**config.mk**
```make
export PLATFORM = sky130hd
export DESIGN_NAME = fetch_unit
export DESIGN_NICKNAME = d
export VERILOG_FILES = /design/src/rtl/fetch_unit_pkg.sv /design/src/rtl/fetch_hold_buf.sv /design/src/rtl/fetch_unit.sv
export SDC_FILE = /design/constraint.sdc
export NUM_CORES = 1
export LEC_CHECK = 0
export CORE_MARGIN = 8
export CORE_UTILIZATION = 45
export DETAILED_ROUTE_END_ITERATION = 10
export GPL_ROUTABILITY_DRIVEN = 0
export PLACE_DENSITY = 0.82
export SLEW_MARGIN = 5
export SYNTH_ARGS = -nofsm -noshare
export SYNTH_HDL_FRONTEND = slang
export SYNTH_SLANG_ARGS = --single-unit
```
**constraint.sdc**
```tcl
create_clock -name clk -period 2 [get_ports clk]
set_input_delay 0.4 -clock clk [delete_from_list [all_inputs] [get_ports clk]]
set_output_delay 0.4 -clock clk [all_outputs]
set_load 0.05 [all_outputs]
```
**src/rtl/fetch_unit_pkg.sv**
```systemverilog
// rtl/fetch_unit_pkg.sv - shared types and widths for the instruction-fetch stage
package fetch_unit_pkg;

    localparam int PC_W    = 8;
    localparam int INSTR_W = 32;

    typedef struct packed {
        logic [PC_W-1:0]    PC_count;
        logic [INSTR_W-1:0] instr_code;
    } IF_ID;

    typedef enum logic [1:0] {
        REQ  = 2'd0,
        WAIT = 2'd1,
        HOLD = 2'd2
    } fetch_state_e;

endpackage

```
**src/rtl/fetch_hold_buf.sv**
```systemverilog
// rtl/fetch_hold_buf.sv - single-entry IF_ID buffer that parks an instruction during stalls
module fetch_hold_buf
    import fetch_unit_pkg::*;
(
    input  logic clk,
    input  logic reset,
    input  logic load,
    input  logic clear,
    input  IF_ID d,
    output IF_ID q,
    output logic valid
);

    always_ff @(posedge clk) begin
        if (reset) begin
            q     <= '0;
            valid <= 1'b0;
        end else if (clear) begin
            valid <= 1'b0;
        end else if (load) begin
            q     <= d;
            valid <= 1'b1;
        end
    end

endmodule

```
**src/rtl/fetch_unit.sv**
```systemverilog
// rtl/fetch_unit.sv - PC owner issuing one imem request at a time and feeding the IF/ID register
module fetch_unit
    import fetch_unit_pkg::*;
#(
    parameter logic [PC_W-1:0] RESET_PC = 8'h00,
    parameter int              PC_STEP  = 4
) (
    input  logic               clk,
    input  logic               reset,
    input  logic               stall,
    input  logic               redirect_valid,
    input  logic [PC_W-1:0]    redirect_pc,
    output logic               imem_req_valid,
    input  logic               imem_req_ready,
    output logic [PC_W-1:0]    imem_req_addr,
    input  logic               imem_resp_valid,
    input  logic [INSTR_W-1:0] imem_resp_data,
    output IF_ID               ifid_o
);

    fetch_state_e    state, state_d;
    logic [PC_W-1:0] pc_q, pc_d;
    logic [PC_W-1:0] inflight_pc, inflight_d;
    logic            discard, discard_d;
    logic            hold_load, hold_clear, hold_valid;
    IF_ID            hold_q, resp_word;

    assign resp_word.PC_count   = inflight_pc;
    assign resp_word.instr_code = imem_resp_data;
    assign imem_req_addr        = pc_q;

    fetch_hold_buf u_hold (
        .clk   (clk),
        .reset (reset),
        .load  (hold_load),
        .clear (hold_clear),
        .d     (resp_word),
        .q     (hold_q),
        .valid (hold_valid)
    );

    always_ff @(posedge clk) begin
        if (reset) begin
            state       <= REQ;
            pc_q        <= RESET_PC;
            inflight_pc <= '0;
            discard     <= 1'b0;
        end else begin
            state       <= state_d;
            pc_q        <= pc_d;
            inflight_pc <= inflight_d;
            discard     <= discard_d;
        end
    end

    always_comb begin
        state_d        = state;
        pc_d           = pc_q;
        inflight_d     = inflight_pc;
        discard_d      = discard;
        imem_req_valid = 1'b0;
        ifid_o         = '0;
        hold_load      = 1'b0;
        hold_clear     = 1'b0;

        if (reset) begin
            // outputs stay quiet; registers reload on the edge
        end else if (redirect_valid) begin
            pc_d = redirect_pc & 8'hFC;
            unique case (state)
                WAIT: begin
                    if (imem_resp_valid) begin
                        discard_d = 1'b0;
                        state_d   = REQ;
                    end else begin
                        discard_d = 1'b1;
                    end
                end
                default: begin
                    hold_clear = 1'b1;
                    state_d    = REQ;
                end
            endcase
        end else begin
            unique case (state)
                REQ: begin
                    imem_req_valid = 1'b1;
                    if (imem_req_ready) begin
                        inflight_d = pc_q;
                        pc_d       = pc_q + PC_W'(PC_STEP);
                        state_d    = WAIT;
                    end
                end
                WAIT: begin
                    if (imem_resp_valid) begin
                        if (discard) begin
                            discard_d = 1'b0;
                            state_d   = REQ;
                        end else begin
                            ifid_o = resp_word;
                            if (stall) begin
                                hold_load = 1'b1;
                                state_d   = HOLD;
                            end else begin
                                // back-to-back: the next fetch issues while this word is consumed
                                imem_req_valid = 1'b1;
                                if (imem_req_ready) begin
                                    inflight_d = pc_q;
                                    pc_d       = pc_q + PC_W'(PC_STEP);
                                    state_d    = WAIT;
                                end else begin
                                    state_d = REQ;
                                end
                            end
                        end
                    end
                end
                HOLD: begin
                    if (hold_valid) begin
                        ifid_o = hold_q;
                    end
                    if (!stall) begin
                        hold_clear = 1'b1;
                        state_d    = REQ;
                    end
                end
                default: state_d = REQ;
            endcase
        end
    end

endmodule

```
==> summary.md, run 1 <==
| Metric | Value |
|---|---|
| Status | complete, but fails checks |
| Failing checks | negative setup slack |
| Maximum vdd ir drop | 0.445 mV |
| DRT Wirelength | 11900 µm |
| Worst setup margin | -0.191 ns |
| Skew final | 0.00804 ns |
| Fillers | 233 |
| Core box area | 0.00585 mm² |
| Dominant cell type by area after synthesis | dfxtp_1 |
| Maximum net fanout on the critical path | 6 |
| Initial DRT Pass Iterations | 5 |
| CP max-delay cell | dfxtp_2 |
| Ys async rst share | 0% |
| CTS tree | yes |
| Final hold violation count | 0 |
| # hold bufs at CTS | 0 |
| Fin nets | 516 |
| Most common cell in the synthesized netlist | nand2_1 |
| Leakage | 1.62 nW |
| Top routing layer in use | met4 |
| DR vias/cell | 6.16 |
| Htree depth | 2 |
| CTS root buffer | clkbuf_8 |
| Worst slew margin | 61.4% |
| Vias in the first global route | 3314 |
| Fin. max-slew vios | 0 |
| MaxCap Viol Count | 0 |
| Vias | 3337 |
| Die area | 0.00875 mm² |
| Max Clock Freq | 0.456 GHz |
| Worst EP arrival | 1.79 ns |
| Initial antenna violation count | 1 |
| WS Path Type | reg -> out |
| CP cell instances | inv_2 > ha_4 > and2_4 > clkbuf_16 > a22oi_2 > nor2_2 > buf_12 |
| Grt ovf | 0 |
| Wire length per cell | 22.0 µm |
| Synthesized area per cell | 7.47 µm² |
| Least-Margin Pin Slew | 0.578 ns |
| Fraction of layout cells with a size suffix above 1 | 38.8% |
| CTS buffer count | 5 |
| Startpoint class of the critical path | flop |
| Largest net degree at the start of global routing | 55 |
| EDFF count, synth | 0 |
| Part of the Yosys area used for sequential elements | 40.0% |
| Final period utilization | 110% |
| Met1 Wirelength | 4280 µm |
| Worst hold slack | 0.473 ns |
| # setup viols final | 39 |
| Initial core utilization | 46.2% |
| Ports | 95 |
| Clk sinks | 54 |
| Synth Flop Type | dfxtp_1 |
| Crit. End Element | output port |
| I/O Buffers | 88 |
| ANT nets after route | 0 |
| Iteration-0 DRC Markers | 297 |
| Skew-Pair Late Insertion Delay | 0.32 ns |
| Mapped Cells | 362 |
| Min Clock Period, post-route | 2.19 ns |
| Top-area cell type share of the netlist area | 40.0% |
| Drc violations | 0 |
| Post-detail-place hpwl | 5810 µm |
| WL met3 | 939 µm |
| Clock Pin Slew Worst Setup and Hold Paths | 0.10 ns |
| Area delta synth->final | 88.2% |
| Top cells by area, synth | dfxtp_1, nand2_1, a22oi_1, a21oi_1, nor2_1 |
| Die height | 93.5 µm |
| Rows | 28 |
| Worst EP required | 1.60 ns |
| Met2 WL | 5990 µm |
| DIE WIDTH | 93.5 µm |
| GRT Util Overall | 23.7% |
| #FFs+latches synth | 54 |
| Syn Std Cell Area | 0.00270 mm² |
| Max stage delay on crit path | 0.35 ns |
| Total Power | 2.27 mW |
| Synth unique cells | 38 |
| Top post-synthesis cells by count | nand2_1, dfxtp_1, nor2_1, a21oi_1, a22oi_1 |
| CP delay by family, top | simple AND/OR/NAND/NOR gates |
| Final TNS setup | -5.30 ns |
| CTS Buffer Depth | 2 |
| Critical path buffers and inverters | 3 |
| RSZ-0062 raised after global routing | true |
| Syn. warnings | 0 |
| Global-route wire length before repair | 16600 µm |
| Hold Crit Class | in -> reg |
| P per Cell Area | 445 mW/mm² |
## routing by layer
layer | track usage [%] | vias to the layer above
met2 | 42.4 | 225
met3 | 5.37 | 76
li1 | - | 1446
met1 | 25.0 | 1590
met5 | 0 | -
met4 | 13.2 | 0
## report_power, final
part           switching (mW)  leakage [nW]  internal, mW  total [mW]
sequential             0.0280         0.438          1.10        1.12
combinational           0.276          1.14         0.234       0.510
clock                   0.383        0.0452         0.249       0.632
total                   0.687          1.62          1.58        2.27
## final timing paths
| check | from | depth (start not counted) | to | slack (ns) |
|---|---|---|---|---|
| setup / recovery | state[0] | 7 | ifid_o[4] | -0.19 |
| hold / removal | imem_resp_valid | 2 | discard | 0.47 |
| setup reg to reg | state[0] | 9 | u_hold.q[4] | 0.06 |
| hold reg to reg | u_hold.q[29] | 2 | u_hold.q[29] | 0.48 |
## stage by stage
step	utilization, %	cell area [µm²]	cells	worst slack, ns
5_1_grt	87.0	5090	542	-0.253
4_1_cts	84.0	4910	531	-0.115
6_report	87.0	5090	542	-0.191
2_1_floorplan	-	2970	365	-0.0829
3_5_place_dp	75.3	4410	516	-0.376
3_3_place_gp	75.3	4410	516	-0.381
## state kept, by name, summed over array words and instances (netlist names)
register	flops
u_hold.q	38
imem_req_addr	6
inflight_pc	6
state	2
discard	1
u_hold.valid	1
## worst register-to-register path, cell delays in order, from the launching register on
cell and delay, ns:
dfxtp_2 0.37, buf_6 0.11, buf_6 0.10, ha_4 0.18, buf_12 0.12, nand2_1 0.10, nor4b_4 0.33, buf_12 0.25
nand2_1 0.11, a21oi_1 0.19
## cell usage in the layout, fill, tap and decap left out, drive strengths merged, types with 2 or more instances in the layout
cell type and n:
nand2b 3, ha 5, nand3b 2, clkbuf 8, dfxtp 54, a22oi 37, mux2i 6, nor2 52
a21oi 46, nand2 80, a221oi 2, xnor2 5, a211oi 9, or3b 2, inv 6, and2 2
buf 80, clkinv 3, o21ai 4, clkdlybuf4s50 42, conb 4
## cell type report
class                   instances  area (µm²)  area share [%]
diodes                          1        2.50          0.0492
clock buffers                   6        72.6            1.43
clock inverters                 2        13.8           0.270
inverters                       7        28.8           0.565
multi-input cells             271        1980            38.9
flip-flops and latches         54        1090            21.3
well taps                      75        93.8            1.84
repair buffers                126        1810            35.6
## kinds of logic (layout without fill, tap and decap cells)
kind of cell / after synthesis / after routing / synth area share [%]
simple gates: 149 / 149 / 22.7
xor+xnor: 5 / 5 / 1.62
fa+ha+maj: 5 / 5 / 2.31
buf+inv: 40 / 141 / 6.62
other cells: 1 / 5 / 0.139
compound gates: 102 / 102 / 24.4
mux: 6 / 6 / 2.22
flops: 54 / 54 / 40.0
## timing repair
item / 4_1_cts / 5_1_grt
setup endpoints to repair: 39 / 47
setup buffers: 1 / 8
pin swaps: 30 / 13
endpoints found under the hold margin: 0 / 0
gates resized for setup: 71 / 10
gates cloned: 6 / 2
Note: power is estimated with default switching activity, not from simulation.
==> run 2, diff against run 1 <==
--- a/config.mk
+++ b/config.mk
@@ -6,10 +6,10 @@
 export NUM_CORES = 1
 export LEC_CHECK = 0
 export CORE_MARGIN = 8
-export CORE_UTILIZATION = 45
+export CORE_UTILIZATION = 49
 export DETAILED_ROUTE_END_ITERATION = 10
 export GPL_ROUTABILITY_DRIVEN = 0
-export PLACE_DENSITY = 0.82
+export PLACE_DENSITY = 0.88
 export SLEW_MARGIN = 5
 export SYNTH_ARGS = -nofsm -noshare
 export SYNTH_HDL_FRONTEND = slang
==> constraint.sdc (replaced) <==
create_clock -name clk -period 2.55 [get_ports clk]
set_input_delay 0.51 -clock clk [delete_from_list [all_inputs] [get_ports clk]]
set_output_delay 0.51 -clock clk [all_outputs]
set_load 0.05 [all_outputs]
==> summary.md, run 2 (synthesized netlist as in run 1, its figures left out) <==
| Metric | Value |
|---|---|
| GRT Util Overall | 20.0% (-3.6 points) |
| DR vias/cell | 5.51 (-11%) |
| CTS buffer count | 5 (unchanged) |
| CP delay by family, top | buffers and inverters |
| MaxCap Viol Count | 0 (unchanged) |
| Final core utilization | 78.8% (-8.2 points) |
| Global-route wire length before repair | 13800 µm (-17%) |
| CP max-delay cell | clkdlybuf4s50_1 |
| Maximum net fanout on the critical path | 14 (+8) |
| Die height | 90.3 µm (-3.5%) |
| Ports | 95 (unchanged) |
| Skew-Pair Late Insertion Delay | 0.30 ns (-0.02 ns) |
| Non-Filler Instances | 518 (-4.4%) |
| Clk network pwr share | 32.2% (+4.3 points) |
| HP Start | u_hold.q[14] |
| Core box area | 0.00541 mm² (-7.6%) |
| Largest reg by FF count | u_hold.q |
| Initial core utilization | 50.0% (+3.8 points) |
| Worst EP arrival | 2.00 ns (+0.21 ns) |
| # setup viols final | 0 (-100%) |
| Fraction of layout cells with a size suffix above 1 | 21.7% (-17 points) |
| Crit. End Element | output port |
| P_sw | 0.445 mW (-35%) |
| DRT Wirelength | 8270 µm (-31%) |
| Leakage | 1.39 nW (-14%) |
| Vias in the first global route | 2847 (-14%) |
| P per Cell Area | 407 mW/mm² (-8.5%) |
| Clk sinks | 54 (unchanged) |
| Worst reg-to-reg setup slack | 0.50 ns (+0.44 ns) |
| CTS Buffer Depth | 2 (unchanged) |
| ANT nets after route | 0 (unchanged) |
| Max Clock Freq | 0.398 GHz |
| Hold Path Sink | u_hold.q[14] |
| Fillers | 354 (+52%) |
| Hold path cells | 2 (unchanged) |
| Ant. Diodes | 0 (-1) |
| Combinational power share | 17.1% (-5.4 points) |
| Final period utilization | 98.5% |
| Post-placement setup slack | -0.0540 ns (+0.322 ns) |
| Worst slew margin | 62.2% (+0.78 points) |
| Worst setup margin | 0.0370 ns (+0.228 ns) |
| Maximum vdd ir drop | 0.359 mV (-19%) |
| Fin nets | 496 (-3.9%) |
| WS Path Type | in -> out |
| Skew final | 0.00734 ns (-0.000697 ns) |
| Grt ovf | 0 (unchanged) |
| Critical path depth | 7 (unchanged) |
| CTS tree | yes |
| Iteration-0 DRC Markers | 142 (-52%) |
| Most frequent cells in the layout | nand2_1, dfxtp_1, clkdlybuf4s50_1, a21oi_1, buf_12 |
| Area delta synth->final | 57.5% |
| Post-placement cell count | 510 (-1.2%) |
| Rows | 27 (-3.6%) |
| Htree depth | 2 (unchanged) |
| Status | completed |
| Least-Margin Pin Slew | 0.567 ns (-0.0118 ns) |
| Final TNS setup | 0 ns (+5.30 ns) |
| Internal power | 1.29 mW (-18%) |
| Total Power | 1.73 mW (-23%) |
| DIE WIDTH | 90.3 µm (-3.5%) |
| Critical R2R Launch | state[1] |
| Largest net degree at the start of global routing | 56 (+1.8%) |
| Worst EP required | 2.04 ns (+0.44 ns) |
| I/O Buffers | 88 (unchanged) |
| Largest register FFs | 38 (unchanged) |
| CTS root buffer | clkbuf_8 |
| Sw Ratio | 25.7% (-4.7 points) |
| Vias | 2853 (-15%) |
| Initial antenna violation count | 0 (-1) |
| Min Clock Period, post-route | 2.51 ns |
| Most common cell after layout, fill and taps aside | nand2_1 |
| Post-CTS setup buffers | 0 (-1) |
| DP Area | 0.00412 mm² (-6.4%) |
| Hold Crit Class | reg -> reg |
| Worst hold slack | 0.461 ns (-0.0120 ns) |
| Initial DRT Pass Iterations | 5 (unchanged) |
| Max stage delay on crit path | 0.49 ns (+0.14 ns) |
| Sequential power share | 50.7% (+1.1 points) |
| Die area | 0.00815 mm² (-6.8%) |
| Clock Pin Slew Worst Setup and Hold Paths | 0.08 ns (-0.02 ns) |
| Finished Cell Area | 0.00426 mm² (-16%) |
| Reg-to-Reg End | u_hold.q[28] |
| Final hold violation count | 0 (unchanged) |
| CP cell instances | clkdlybuf4s50_1 > nor2b_2 > and2_4 > buf_6 > a22oi_1 > nor2_1 > buf_12 |
| Post-detail-place hpwl | 5990 µm (+3.2%) |
| Startpoint class of the critical path | primary input |
| Drc violations | 0 (unchanged) |
| Wire length per cell | 16.0 µm (-27%) |
| Fin. max-slew vios | 0 (unchanged) |
| Critical path buffers and inverters | 3 (unchanged) |
| R2R depth | 7 (-2) |
[run 2: changes by cell type in the layout (fill, tap and decap cells not counted), moves of 3 or more]
cell	previous run	this run
a22oi_1	0	37
a22oi_2	37	0
buf_12	48	40
buf_16	5	0
buf_4	22	15
clkdlybuf4s50_1	42	48
ha_4	3	0
nor2_1	13	27
nor2_2	8	25
nor2_4	31	0
[run 2: how the worst max path moves through the flow]
| stage | to | start |
|---|---|---|
| after floorplan | ifid_o[10] | imem_resp_valid |
| after global placement | ifid_o[5] | imem_resp_valid |
| after detailed placement | ifid_o[12] | imem_resp_valid |
| after CTS | ifid_o[0] | imem_resp_valid |
| after global routing | ifid_o[2] | imem_resp_valid |
| final | ifid_o[11] | imem_resp_valid |
[run 2: area by class of cell]
class | instances | area, µm² | area share, %
timing repair buffer | 106 | 1420 | 33.4
clock inverter | 1 | 30.0 | 0.705
inverter | 7 | 26.3 | 0.617
clock buffer | 7 | 76.3 | 1.79
sequential | 54 | 1080 | 25.4
multi-input combinational | 271 | 1530 | 36.0
tap | 72 | 90.1 | 2.12
[run 2: metal layers]
| metal | GRT usage [%] | part of all wire (%) | up-vias |
|---|---|---|---|
| met4 | 7.35 | 2.3 | 0 |
| met3 | 4.66 | 6.0 | 17 |
| met2 | 35.2 | 51 | 103 |
| li1 | - | - | 1392 |
| met1 | 23.1 | 41 | 1341 |
| met5 | 0 | 0 | - |
[run 2: tightest hold or removal path: cells and delay by family, from the launching register on]
family / cells / cell delay [ns]
AOI/OAI and AO/OA: 1 / 0.05
DFF: 1 / 0.32
and+or+nand+nor: 1 / 0.05
[run 2: power by group through the flow]
stage          Clock, mW  Sequential [mW]  Combinational (mW)
2_1_floorplan          0            0.918               0.135
3_3_place_gp           0            0.897               0.284
3_5_place_dp           0            0.898               0.291
4_1_cts            0.568            0.879               0.296
5_1_grt            0.612            0.883               0.319
6_report           0.558            0.880               0.297
[run 2: timing repair]
item	CTS	global route
gates resized for setup	7	4
setup endpoints to repair	12	16
hold buffers	0	0
pin swaps	3	0
